==> config.mk <==
export PLATFORM = sky130hd
export DESIGN_NAME = rmw_unit_mq
export DESIGN_NICKNAME = d
export VERILOG_FILES = /design/src/rtl/rmw_pkg.sv /design/src/rtl/rmw_fu.sv /design/src/rtl/rmw_unit_mq.sv
export SDC_FILE = /design/constraint.sdc
export NUM_CORES = 1
export LEC_CHECK = 0
export CORE_ASPECT_RATIO = 0.75
export CORE_MARGIN = 3
export CORE_UTILIZATION = 25
export CTS_CLUSTER_SIZE = 12
export DETAILED_ROUTE_END_ITERATION = 8
export SKIP_CTS_REPAIR_TIMING = 1
export SYNTH_ARGS = -nofsm -noshare
export SYNTH_HDL_FRONTEND = slang
export SYNTH_SLANG_ARGS = --single-unit
==> constraint.sdc <==
create_clock -name clk -period 4.3 [get_ports clk]
set_input_delay 0.86 -clock clk [delete_from_list [all_inputs] [get_ports clk]]
set_output_delay 0.86 -clock clk [all_outputs]
set_load 0.01 [all_outputs]
==> src/rtl/rmw_pkg.sv <==
// Shared definitions for the read-modify-write engine: function codes,
// flag bit positions and the per-slot control record.
package rmw_pkg;

    typedef enum logic [2:0] {
        RMW_INC = 3'b000,
        RMW_DEC = 3'b001,
        RMW_DEP = 3'b010,
        RMW_LSR = 3'b011,
        RMW_ROR = 3'b100,
        RMW_ASL = 3'b101,
        RMW_ROL = 3'b110,
        RMW_NEG = 3'b111
    } rmw_fn_e;

    localparam int unsigned FLAG_C = 0;
    localparam int unsigned FLAG_Z = 1;
    localparam int unsigned FLAG_A = 4;

    // Width-independent slot fields; address and data live in parametrised
    // arrays beside this record in the engine.
    typedef struct packed {
        logic    valid;
        logic    has_data;
        rmw_fn_e fn;
        logic    wr_flags;
        logic    carry_mask;
    } rmw_slot_ctrl_t;

endpackage

==> src/rtl/rmw_fu.sv <==
// Combinational RMW function unit: applies one of eight functions to a data
// word and produces the result together with carry, aux and zero flags.
module rmw_fu
    import rmw_pkg::*;
#(
    parameter int unsigned DW = 16
) (
    input  rmw_fn_e       i_fn,
    input  logic [DW-1:0] i_x,
    input  logic          i_c,
    input  logic          i_carry_mask,
    output logic [DW-1:0] o_result,
    output logic          o_c,
    output logic          o_a,
    output logic          o_z
);

    localparam logic [DW-1:0] ONE = {{(DW-1){1'b0}}, 1'b1};

    logic w_ci;

    assign w_ci = i_c & i_carry_mask;

    // Result and flags by function; carry is preserved unless the function defines it.
    always_comb begin
        o_result = i_x;
        o_c      = i_c;
        o_a      = 1'b0;
        case (i_fn)
            RMW_INC: o_result = i_x + ONE;
            RMW_DEC: o_result = i_x - ONE;
            RMW_DEP: begin
                // Decrement that saturates at zero; A reports whether it moved.
                o_result = (i_x == '0) ? '0 : i_x - ONE;
                o_a      = |i_x;
            end
            RMW_LSR: begin
                o_result = {1'b0, i_x[DW-1:1]};
                o_c      = i_x[0];
            end
            RMW_ROR: begin
                o_result = {w_ci, i_x[DW-1:1]};
                o_c      = i_x[0];
            end
            RMW_ASL: begin
                o_result = {i_x[DW-2:0], 1'b0};
                o_c      = i_x[DW-1];
            end
            RMW_ROL: begin
                o_result = {i_x[DW-2:0], w_ci};
                o_c      = i_x[DW-1];
            end
            RMW_NEG: begin
                o_result = {DW{1'b0}} - i_x;
                o_c      = |i_x;
            end
            default: o_result = i_x;
        endcase
        o_z = ~|o_result;
    end

endmodule

==> src/rtl/rmw_unit_mq.sv <==
// Multi-slot read-modify-write engine. Slots form a circular buffer with
// separate allocate, read-capture and retire pointers; the oldest slot with
// data is presented to the LSU and any live slot blocks same-address access.
module rmw_unit_mq
    import rmw_pkg::*;
#(
    parameter int unsigned DW    = 16,
    parameter int unsigned AW    = 16,
    parameter int unsigned FW    = 16,
    parameter int unsigned DEPTH = 2
) (
    input  logic          clk,
    input  logic          a_rst,
    input  logic [AW-1:0] agu_addr,
    input  logic          mem_rdy,
    input  logic [DW-1:0] mem_data_in,
    input  logic          sched_rmw,
    input  logic [2:0]    sched_rmw_fn,
    input  logic          sched_wr_flags,
    input  logic          sched_carry_mask,
    output logic          sched_busy,
    input  logic [FW-1:0] rf_flags_in,
    output logic          rf_flags_wr,
    output logic [FW-1:0] rf_flags_out,
    input  logic          lsu_ack,
    output logic          lsu_deny_op,
    output logic [DW-1:0] lsu_data,
    output logic [AW-1:0] lsu_addr,
    output logic          lsu_data_rdy,
    output logic          rmw_idle
);

    localparam int unsigned PW = (DEPTH > 1) ? $clog2(DEPTH) : 1;
    localparam int unsigned CW = $clog2(DEPTH + 1);

    rmw_slot_ctrl_t r_ctrl [DEPTH];
    logic [AW-1:0]  r_addr [DEPTH];
    logic [DW-1:0]  r_data [DEPTH];
    logic [PW-1:0]  r_alloc, r_rd, r_ret;
    logic [CW-1:0]  r_count;

    logic          w_alloc, w_capture, w_retire;
    logic [DW-1:0] w_result;
    logic          w_c, w_a, w_z;

    function automatic logic [PW-1:0] ptr_inc(input logic [PW-1:0] p);
        return (p == PW'(DEPTH - 1)) ? '0 : p + PW'(1);
    endfunction

    // Busy comes from the registered count only, so a same-cycle retire
    // never opens a slot for that cycle's allocate.
    assign sched_busy   = (r_count == CW'(DEPTH));
    assign rmw_idle     = (r_count == '0);
    assign w_alloc      = sched_rmw & ~sched_busy;
    assign w_capture    = mem_rdy & r_ctrl[r_rd].valid & ~r_ctrl[r_rd].has_data;
    assign lsu_data_rdy = r_ctrl[r_ret].valid & r_ctrl[r_ret].has_data;
    assign w_retire     = lsu_data_rdy & lsu_ack;
    assign rf_flags_wr  = w_retire & r_ctrl[r_ret].wr_flags;
    assign lsu_data     = lsu_data_rdy ? w_result : '0;
    assign lsu_addr     = lsu_data_rdy ? r_addr[r_ret] : '0;

    rmw_fu #(
        .DW (DW)
    ) u_fu (
        .i_fn         (r_ctrl[r_ret].fn),
        .i_x          (r_data[r_ret]),
        .i_c          (rf_flags_in[FLAG_C]),
        .i_carry_mask (r_ctrl[r_ret].carry_mask),
        .o_result     (w_result),
        .o_c          (w_c),
        .o_a          (w_a),
        .o_z          (w_z)
    );

    // Merge computed C/Z/A into the live flags; other bits pass through.
    always_comb begin
        rf_flags_out         = rf_flags_in;
        rf_flags_out[FLAG_C] = w_c;
        rf_flags_out[FLAG_Z] = w_z;
        rf_flags_out[FLAG_A] = w_a;
    end

    // Address hazard against every live slot, including one retiring now.
    always_comb begin
        lsu_deny_op = 1'b0;
        for (int i = 0; i < DEPTH; i++) begin
            if (r_ctrl[i].valid && (r_addr[i] == agu_addr)) begin
                lsu_deny_op = 1'b1;
            end
        end
    end

    // Slot storage, pointers and occupancy count.
    always_ff @(posedge clk or posedge a_rst) begin
        if (a_rst) begin
            for (int i = 0; i < DEPTH; i++) begin
                r_ctrl[i] <= '0;
                r_addr[i] <= '0;
                r_data[i] <= '0;
            end
            r_alloc <= '0;
            r_rd    <= '0;
            r_ret   <= '0;
            r_count <= '0;
        end else begin
            if (w_alloc) begin
                r_ctrl[r_alloc] <= '{valid:      1'b1,
                                     has_data:   1'b0,
                                     fn:         rmw_fn_e'(sched_rmw_fn),
                                     wr_flags:   sched_wr_flags,
                                     carry_mask: sched_carry_mask};
                r_addr[r_alloc] <= agu_addr;
                r_alloc         <= ptr_inc(r_alloc);
            end
            if (w_capture) begin
                r_data[r_rd]          <= mem_data_in;
                r_ctrl[r_rd].has_data <= 1'b1;
                r_rd                  <= ptr_inc(r_rd);
            end
            if (w_retire) begin
                r_ctrl[r_ret].valid <= 1'b0;
                r_ret               <= ptr_inc(r_ret);
            end
            if (w_alloc && !w_retire) begin
                r_count <= r_count + CW'(1);
            end else if (!w_alloc && w_retire) begin
                r_count <= r_count - CW'(1);
            end
        end
    end

endmodule

==> key figures, run 1 <==
Status
  • Outcome: finished with violations
  • Violated checks: negative setup slack

Synthesis
  • Seq/Total Area, Yosys: 0.349
  • Synth top area share: 0.349
  • Cell count after synthesis: 612
  • Mean Syn Cell Area: slightly below 10 um^2
  • Synth cell types: a little under 60
  • Yosys Warn Count: 0
  • Leading area contributor after synthesis: dfrtp_1
  • Ys flop type: dfrtp_1
  • Commonest cells post-synth: dfrtp_1, mux2_2, nor2_1, mux2i_1, xnor2_1
  • Synthesized cell area: between 0.005 and 0.006 mm^2
  • Mapped Nets: ~670
  • EDFF count, synth: 0
  • Async SR Flop Fraction: 1.00
  • Dominant cells by area after synthesis: dfrtp_1, mux2_2, mux2i_1, xnor2_1, xor2_1
  • #FFs+latches synth: 83

Critical path
  • FF-to-FF path depth: 5
  • Crit Path Category: register to output port
  • Setup crit end: rf_flags_out[1]
  • Startpoint types: register
  • R2R Path End: r_addr[4]$_DFFE_PP0P_
  • CP max FO: 7
  • Critical path's slowest cell: or4_4
  • Arrival @ worst endpoint: around 3500 ps
  • R2R Setup Slk: about 2100 ps
  • Worst R2R Start: r_count[0]$_DFFE_PP0P_
  • Worst EP required: about 3400 ps
  • CP startpoint: r_ret$_DFFE_PP0P_
  • Worst path cell trace: buf_4 > buf_4 > mux2i_4 > o2111ai_4 > or4_4 > a21oi_4 > nor2_1 > a2111oi_1 > buf_4 > nand4_1 > nor4_2 > clkbuf_2
  • CP max stage delay: roughly 470 ps
  • Crit. End Element: output port
  • Critical Path Most Common Cell: buf_4

Routing
  • Initial DRC Count: ~370
  • First-pass iteration count of the detailed router: 5
  • Routed vias: ~5400
  • Routed length per instance: 17.3 um
  • Avg Vias per Cell: between 4 and 5
  • Drt drc: 0
  • Antenna viol nets, final: 0
  • Drt total wl: between 15 and 20 mm

Floorplan
  • Core Rows: 48
  • Initial core utilization: 0.256
  • Die height: around 140 um
  • DIE AREA: between 0.02 and 0.03 mm^2
  • Core area: 0.0232 mm^2
  • # IOs: approximately 110
  • Die Width: ~180 um

Global routing
  • All-Layer GR Usage: 0.148
  • Initial antenna violation count: 1
  • Largest net degree at the start of global routing: 37
  • First-pass GRT wire length: ~30 mm
  • Vias in the first global route: between 5000 and 6000
  • Global route overflow: 0

Finish
  • Nets: 860
  • Antenna Cells: 0
  • Layout cells sized above 1: 0.349
  • Filler cell count: approximately 2400
  • Area Growth Syn to Fin: 41.5%

Worst hold path
  • Hold path start: r_alloc$_DFFE_PP0P_
  • Min-delay worst type: register to register

CTS
  • Clk_lat worst skew: about 350 ps
  • CTS tree: done
  • Root Buffer: clkbuf_16
  • # H-tree levels: 3
  • CTS max path bufs: 2
  • # clock sinks: 83
  • Num CTS Buffers: 9
  • Clk pin slew, worst setup/hold paths: around 70 ps

STA
  • Max Freq: roughly 0.23 GHz
  • TNS Setup: -53.4 ps
  • Final worst setup slack: -53.4 ps
  • Worst-margin pin slew: approximately 1100 ps
  • Final setup vio count: 1
  • Min Tclk post-route: 4350 ps
  • Max-slew violation count: 0
  • RSZ-0062 raised after global routing: yes
  • Final Cycle Share: 1.01
  • Slew headroom: 0.241
  • Clock Skew: between 10 and 15 ps
  • Final Hold Fails: 0

Placed design
  • Gp weighted congestion: 0.945
  • Pre-CTS setup slack: -231 ps
  • Port Buffers: 82
  • Post-DP HPWL: approximately 14 mm

Flow run
  • Max Cap Viol: 0

Power and ir drop
  • Worst IR Drop VDD: roughly 0.31 mV
  • Static Leak: roughly 3.7 nW
  • Pwr/cell area: 1000 mW/mm^2
## sequential cells by signal, summed over array words and instances (netlist names)
name     cells
r_addr      32
r_data      32
r_ctrl      14
r_count      2
r_alloc      1
r_rd         1
r_ret        1
## critical path, delay by kind of cell (launching register included)
family / cells / cell delay [ps]
AOI/OAI and AO/OA: 3 / 860
buffers and inverters: 4 / 620
DFF: 1 / 460
muxes: 1 / 280
and+or+nand+nor: 4 / 920
## metal layers
layer,wire [um],track usage
met1,9480,0.220
met2,8060,0.214
met3,1270,0.0366
met4,228,0.0350
met5,11,0
## cell type report
cell class	count	area, um^2	share of cell area
Inverter	9	35.0	0.00417
Clock buffer	10	229	0.0272
Tap cell	300	375	0.0446
Multi-Input combinational cell	475	3730	0.443
Timing Repair Buffer	220	1910	0.227
Sequential cell	83	2080	0.247
Clock inverter	6	50.0	0.00595
## how the worst min path moves through the flow
| stage | to | slack, ps | depth (start not counted) |
|---|---|---|---|
| after global routing | r_count[1]$_DFFE_PP0P_ | 520 | 1 |
| after detailed placement | r_alloc$_DFFE_PP0P_ | 480 | 2 |
| after global placement | r_alloc$_DFFE_PP0P_ | 470 | 2 |
| after CTS | r_alloc$_DFFE_PP0P_ | 500 | 2 |
| after floorplan | r_alloc$_DFFE_PP0P_ | 460 | 2 |
| final | r_alloc$_DFFE_PP0P_ | 490 | 2 |
## power by group
group          internal, mW  switching [mW]
Clock                 0.398           0.339
Combinational          3.15            2.96
Sequential             1.19           0.396
Total                  4.74            3.70
## cells by family (layout without fill, tap and decap cells)
kind of cell	count (synthesis)	count (layout)	synth area share
AO/OA/AOI/OAI	100	100	0.118
XOR/XNOR	67	67	0.0987
adder cells (fa/ha/maj)	4	4	0.00842
buffers and inverters	54	245	0.0513
flip-flops	83	83	0.349
multiplexers	121	121	0.224
AND/OR/NAND/NOR	183	183	0.150
## stage by stage
step           std cells   util  area [um^2]  power [mW]  hold WS [ps]
2_1_floorplan        612      -         5950        4.70           460
3_3_place_gp        1075  0.339         7850        7.25           473
3_5_place_dp        1075  0.339         7850        7.30           482
4_1_cts             1091  0.351         8130        8.08           499
5_1_grt             1103  0.363         8410        9.02           521
6_report            1103  0.363         8410        8.44           495
## cells in the final DEF, fill, tap and decap left out, types with 8 or more instances in the layout
master | synthesis | final
mux2i_1 | 36 | 31
nand4_1 | 14 | 14
nor4_1 | 14 | 11
nor3_1 | 17 | 12
clkbuf_16 | 0 | 9
o21ai_0 | 26 | 23
mux2_2 | 83 | 83
inv_1 | 9 | 8
nand2_1 | 35 | 35
buf_4 | 18 | 134
dlymetal6s2s_1 | 0 | 15
dfrtp_1 | 83 | 82
o221ai_1 | 8 | 8
xor2_1 | 31 | 31
a21oi_1 | 18 | 17
clkdlybuf4s50_1 | 0 | 66
nand3_1 | 17 | 17
xnor2_1 | 36 | 36
nor2_1 | 65 | 64
(Power assumes the default switching activity.)
==> run 2, diff against run 1 <==
- CAP_MARGIN: default -> 20
==> run 2 against run 1 <==
The run still ends with negative setup slack left; combinational power about the same; worst hold slack barely moved; count of clock-buffer cells in the layout unchanged; via count about the same; register-to-register slack better by 200 ps; sequential share of layout area shrank 0.081 points; fmax is 0.16% higher; die area unchanged; design area increased by 0.33%; utilization grew 0.12 points; critical path type unchanged.
==> key figures, run 2 (synthesized netlist as in run 1, its figures left out) <==
Placed design
  • Placed Instance Area: between 0.007 and 0.008 mm^2
  • Post-DP HPWL: 14.4 mm
  • Placed Cells: approximately 1100
  • Gp weighted congestion: 0.945
  • Port Buffers: 82

Critical path
  • CP max FO: 7
  • Worst EP required: approximately 3400 ps
  • Crit. End Element: output port
  • R2R Setup Slk: approximately 2300 ps
  • Crit Path Category: register to output port
  • Arrival @ worst endpoint: between 3000 and 4000 ps
  • Worst R2R Start: r_ret$_DFFE_PP0P_
  • Startpoint types: register
  • R2R Path End: r_count[1]$_DFFE_PP0P_
  • FF-to-FF path depth: 9

Finish
  • Largest registers: r_addr x32, r_data x32, r_ctrl x14
  • Area Growth Syn to Fin: 41.9%
  • Finished Core Util: 0.364
  • Leading cell types in the layout, fill and taps excluded: buf_4, mux2_2, dfrtp_1
  • Antenna Cells: 0
  • Final Cell Area: ~0.0084 mm^2
  • Finished Layout Cells: around 1100
  • Commonest non-fill, non-tap cell in the layout: buf_4
  • Nets: about 860
  • Layout cells sized above 1: 0.350

Global routing
  • Initial antenna violation count: 1
  • All-Layer GR Usage: 0.148
  • Global route overflow: 0
  • Vias in the first global route: roughly 5200
  • First-pass GRT wire length: just under 30 mm
  • Largest net degree at the start of global routing: 37

CTS
  • Root Buffer: clkbuf_16
  • CTS max path bufs: 2
  • # H-tree levels: 3
  • Clk_lat worst skew: 350 ps
  • Num CTS Buffers: 9
  • Clk pin slew, worst setup/hold paths: approximately 70 ps
  • CTS tree: done
  • # clock sinks: 83

Status
  • Violated checks: negative setup slack
  • Outcome: finished with violations

STA
  • Final setup vio count: 1
  • Worst-margin pin slew: 712 ps
  • Max Freq: approximately 0.23 GHz
  • Final Hold Fails: 0
  • Clock Skew: about 10 ps
  • Min Tclk post-route: between 4000 and 5000 ps
  • Final Cycle Share: 1.01
  • RSZ-0062 raised after global routing: yes
  • Max-slew violation count: 0
  • TNS Setup: -46.4 ps
  • Slew headroom: 0.512
  • Final worst setup slack: -46.4 ps

Worst hold path
  • Hold Crit Endpoint: r_alloc$_DFFE_PP0P_
  • Min-delay worst type: register to register
  • Hold Path Stages: 2
  • Hold path start: r_alloc$_DFFE_PP0P_

Floorplan
  • Core area: roughly 0.023 mm^2
  • Core Rows: 48
  • DIE AREA: roughly 0.026 mm^2
  • # IOs: ~110
  • Die height: between 100 and 150 um
  • Die Width: between 150 and 200 um
  • Initial core utilization: 0.256

Routing
  • First-pass iteration count of the detailed router: 5
  • Drt total wl: between 15 and 20 mm
  • Drt drc: 0
  • Antenna viol nets, final: 0
  • WL met2: 8.09 mm
  • Met3 wire length: roughly 1.2 mm
  • Routed length per instance: ~17 um
  • WL met1: approximately 9.4 mm
  • Routed vias: 5423
  • Avg Vias per Cell: around 4.9
  • Initial DRC Count: around 450
  • Highest Signal Layer: met5

Power and ir drop
  • Pwr/cell area: 1000 mW/mm^2
  • Static Leak: between 3 and 4 nW
  • Worst IR Drop VDD: approximately 0.31 mV

Flow run
  • Max Cap Viol: 0
[run 2: power breakdown]
group	internal [mW]	switching, mW
clock	0.398	0.339
combinational	3.16	2.96
sequential	1.19	0.396
total	4.75	3.70
[run 2: how the worst max path moves through the flow]
stage / from / endpoint / slack (ps)
2_1_floorplan: r_ret$_DFFE_PP0P_ / rf_flags_out[1] / 250
3_3_place_gp: r_ret$_DFFE_PP0P_ / rf_flags_out[1] / -200
3_5_place_dp: r_ret$_DFFE_PP0P_ / rf_flags_out[1] / -230
4_1_cts: r_ret$_DFFE_PP0P_ / rf_flags_out[1] / -650
5_1_grt: r_ret$_DFFE_PP0P_ / rf_flags_out[1] / -260
6_report: r_ret$_DFFE_PP0P_ / rf_flags_out[1] / -50
[run 2: worst max-delay path, stage by stage, from the launching register on]
cell and delay (ps):
dfrtp_2 460, buf_4 150, buf_4 120, mux2i_4 280
o2111ai_4 170, or4_4 470, a21oi_4 310, nor2_1 90
a2111oi_1 370, buf_4 180, nand4_1 130, nor4_2 230
clkbuf_2 170
[run 2: final cells by class]
class                           instances  area [um^2]
Clock buffer                           10          229
Clock inverter                          6         50.0
Fill cell                            2350        14700
Inverter                                9         35.0
Multi-Input combinational cell        475         3730
Sequential cell                        83         2080
Tap cell                              300          375
Timing Repair Buffer                  221         1940
[run 2: per-stage QoR]
step | power (mW) | hold WS, ps | setup slack (ps)
floorplan | 4.70 | 460 | 250
detailed placement | 7.30 | 482 | -231
global placement | 7.25 | 473 | -195
global route | 9.04 | 521 | -256
CTS | 8.08 | 499 | -648
finish | 8.45 | 495 | -46.4
[run 2: layer usage]
layer | up-vias | GRT usage
met1 | 2659 | 0.220
li1 | 2593 | -
met2 | 146 | 0.214
met3 | 23 | 0.0366
met5 | - | 0
met4 | 2 | 0.0350
==> run 3, diff against run 2 <==
- clock period: 4.3 -> 5.15 ns (I/O delays scaled with it)
==> run 3 against run 2 <==
The flow now finishes without violations; first-iteration DRC count is 8.7% higher; register-to-register slack improved by 80 ps; non-clock buffer count fell by 103; setup slack improved by 530 ps; design area down 10%; sequential share of layout area up 2.8 points.
==> key figures, run 3 (synthesized netlist as in run 1, its figures left out) <==
Routing
  • Initial DRC Count: about 490
  • Drt total wl: 17.7 mm
  • Routed length per instance: ~18 um
  • First-pass iteration count of the detailed router: 5
  • Drt drc: 0
  • Antenna viol nets, final: 0
  • Avg Vias per Cell: about 5.1
  • Routed vias: between 5000 and 6000

STA
  • Max-slew violation count: 0
  • Final Cycle Share: 0.907
  • RSZ-0062 raised after global routing: no
  • Slew headroom: 0.337
  • Final setup vio count: 0
  • Min Tclk post-route: approximately 4700 ps
  • Final Hold Fails: 0
  • TNS Setup: 0 ps
  • Clock Skew: 9.66 ps
  • Max Freq: 0.214 GHz
  • Final worst setup slack: around 480 ps
  • Worst-margin pin slew: 994 ps

Worst hold path
  • Hold path start: r_count[1]$_DFFE_PP0P_
  • Hold Path Stages: 1
  • Hold Crit Endpoint: r_count[1]$_DFFE_PP0P_
  • Min-delay worst type: register to register

Placed design
  • Port Buffers: 82
  • Post-DP HPWL: around 13 mm
  • Gp weighted congestion: 0.934
  • Placed Cells: 976
  • Pre-CTS setup slack: around 240 ps
  • Placed Instance Area: roughly 0.0071 mm^2

Finish
  • Largest registers: r_addr x32, r_data x32, r_ctrl x14
  • Finished Layout Cells: roughly 1000
  • Commonest non-fill, non-tap cell in the layout: mux2_2
  • Final Cell Area: between 0.007 and 0.008 mm^2
  • Layout cells sized above 1: 0.230
  • Antenna Cells: 0
  • Finished Core Util: 0.327
  • Area Growth Syn to Fin: 27.3%
  • Nets: around 760
  • Leading cell types in the layout, fill and taps excluded: mux2_2, dfrtp_1, clkdlybuf4s50_1
  • Filler cell count: about 2400

Critical path
  • Worst EP required: ~4100 ps
  • R2R Path End: r_count[1]$_DFFE_PP0P_
  • Crit Path Category: register to output port
  • CP max FO: 7
  • Worst R2R Start: r_ret$_DFFE_PP0P_
  • FF-to-FF path depth: 9
  • R2R Setup Slk: between 2000 and 2500 ps
  • Crit. End Element: output port
  • Startpoint types: register
  • Arrival @ worst endpoint: ~3600 ps

CTS
  • Num CTS Buffers: 9
  • Clk_lat worst skew: 350 ps
  • CTS max path bufs: 2
  • # H-tree levels: 3
  • CTS tree: done
  • Clk pin slew, worst setup/hold paths: roughly 70 ps
  • Root Buffer: clkbuf_16
  • # clock sinks: slightly above 80

Global routing
  • Global route overflow: 0
  • All-Layer GR Usage: 0.133
  • Initial antenna violation count: 3
  • Vias in the first global route: 4823
  • First-pass GRT wire length: 27.2 mm
  • Largest net degree at the start of global routing: 50

Floorplan
  • Die Width: 184 um
  • # IOs: about 110
  • Core area: 0.0232 mm^2
  • Core Rows: 48
  • Initial core utilization: 0.256
  • DIE AREA: 0.0257 mm^2
  • Die height: 140 um

Power and ir drop
  • Worst IR Drop VDD: between 0.2 and 0.25 mV
  • Static Leak: slightly below 3 nW
  • Pwr/cell area: approximately 800 mW/mm^2

Flow run
  • Max Cap Viol: 0

Status
  • Outcome: complete, no violations
-- run 3: cell count changes in the layout (fill, tap and decap cells not counted), sizes merged --
| cell | previous run | this run |
|---|---|---|
| clkdlybuf4s50 | 66 | 81 |
| clkinv | 3 | 2 |
| dlymetal6s2s | 15 | 1 |
| buf | 139 | 34 |
| clkinvlp | 2 | 3 |
| clkbuf | 11 | 12 |
-- run 3: stage by stage --
stage	hold slack (ps)	total power, mW
after floorplan	460	3.92
after global placement	475	5.13
after detailed placement	484	5.15
after CTS	501	5.78
after global routing	535	6.40
final	493	5.98
-- run 3: cell type report --
type	count	area (um^2)	area share
clock buffer	10	229	0.0302
clock inverter	6	48.8	0.00645
inverter	9	35.0	0.00463
multi-input combinational	475	3640	0.480
sequential	83	2080	0.274
tap	300	375	0.0496
timing repair buffer	118	1170	0.154
-- run 3: metal layers --
metal | vias to the layer above | track usage | wire length (um)
met1 | 2494 | 0.201 | 9010
met4 | 6 | 0.0346 | 222
li1 | 2392 | - | -
met3 | 26 | 0.0348 | 1130
met5 | - | 0 | 38
met2 | 165 | 0.187 | 7270
-- run 3: worst max-delay path by stage --
stage,start,to
after CTS,r_ret$_DFFE_PP0P_,rf_flags_out[1]
after detailed placement,r_ret$_DFFE_PP0P_,rf_flags_out[1]
final,r_ret$_DFFE_PP0P_,rf_flags_out[1]
after global placement,r_ret$_DFFE_PP0P_,rf_flags_out[1]
after global routing,r_ret$_DFFE_PP0P_,rf_flags_out[1]
after floorplan,r_ret$_DFFE_PP0P_,rf_flags_out[1]
-- run 3: worst max-delay path, stage by stage, from the launching register on --
cell and delay [ps]:
dfrtp_2 510, mux2i_2 290, ha_2 250, o2111ai_4 160, or4_4 610, a21oi_4 220, buf_4 180, o21ai_0 90
a211oi_1 360, nand4_1 190, nor4_2 230, dlymetal6s2s_1 190
-- run 3: report_power, final --
part           switching (mW)  internal, mW  total (mW)
Sequential              0.365         0.992        1.36
Combinational            2.15          1.86        4.02
Clock                   0.272         0.331       0.603
Total                    2.79          3.18        5.98
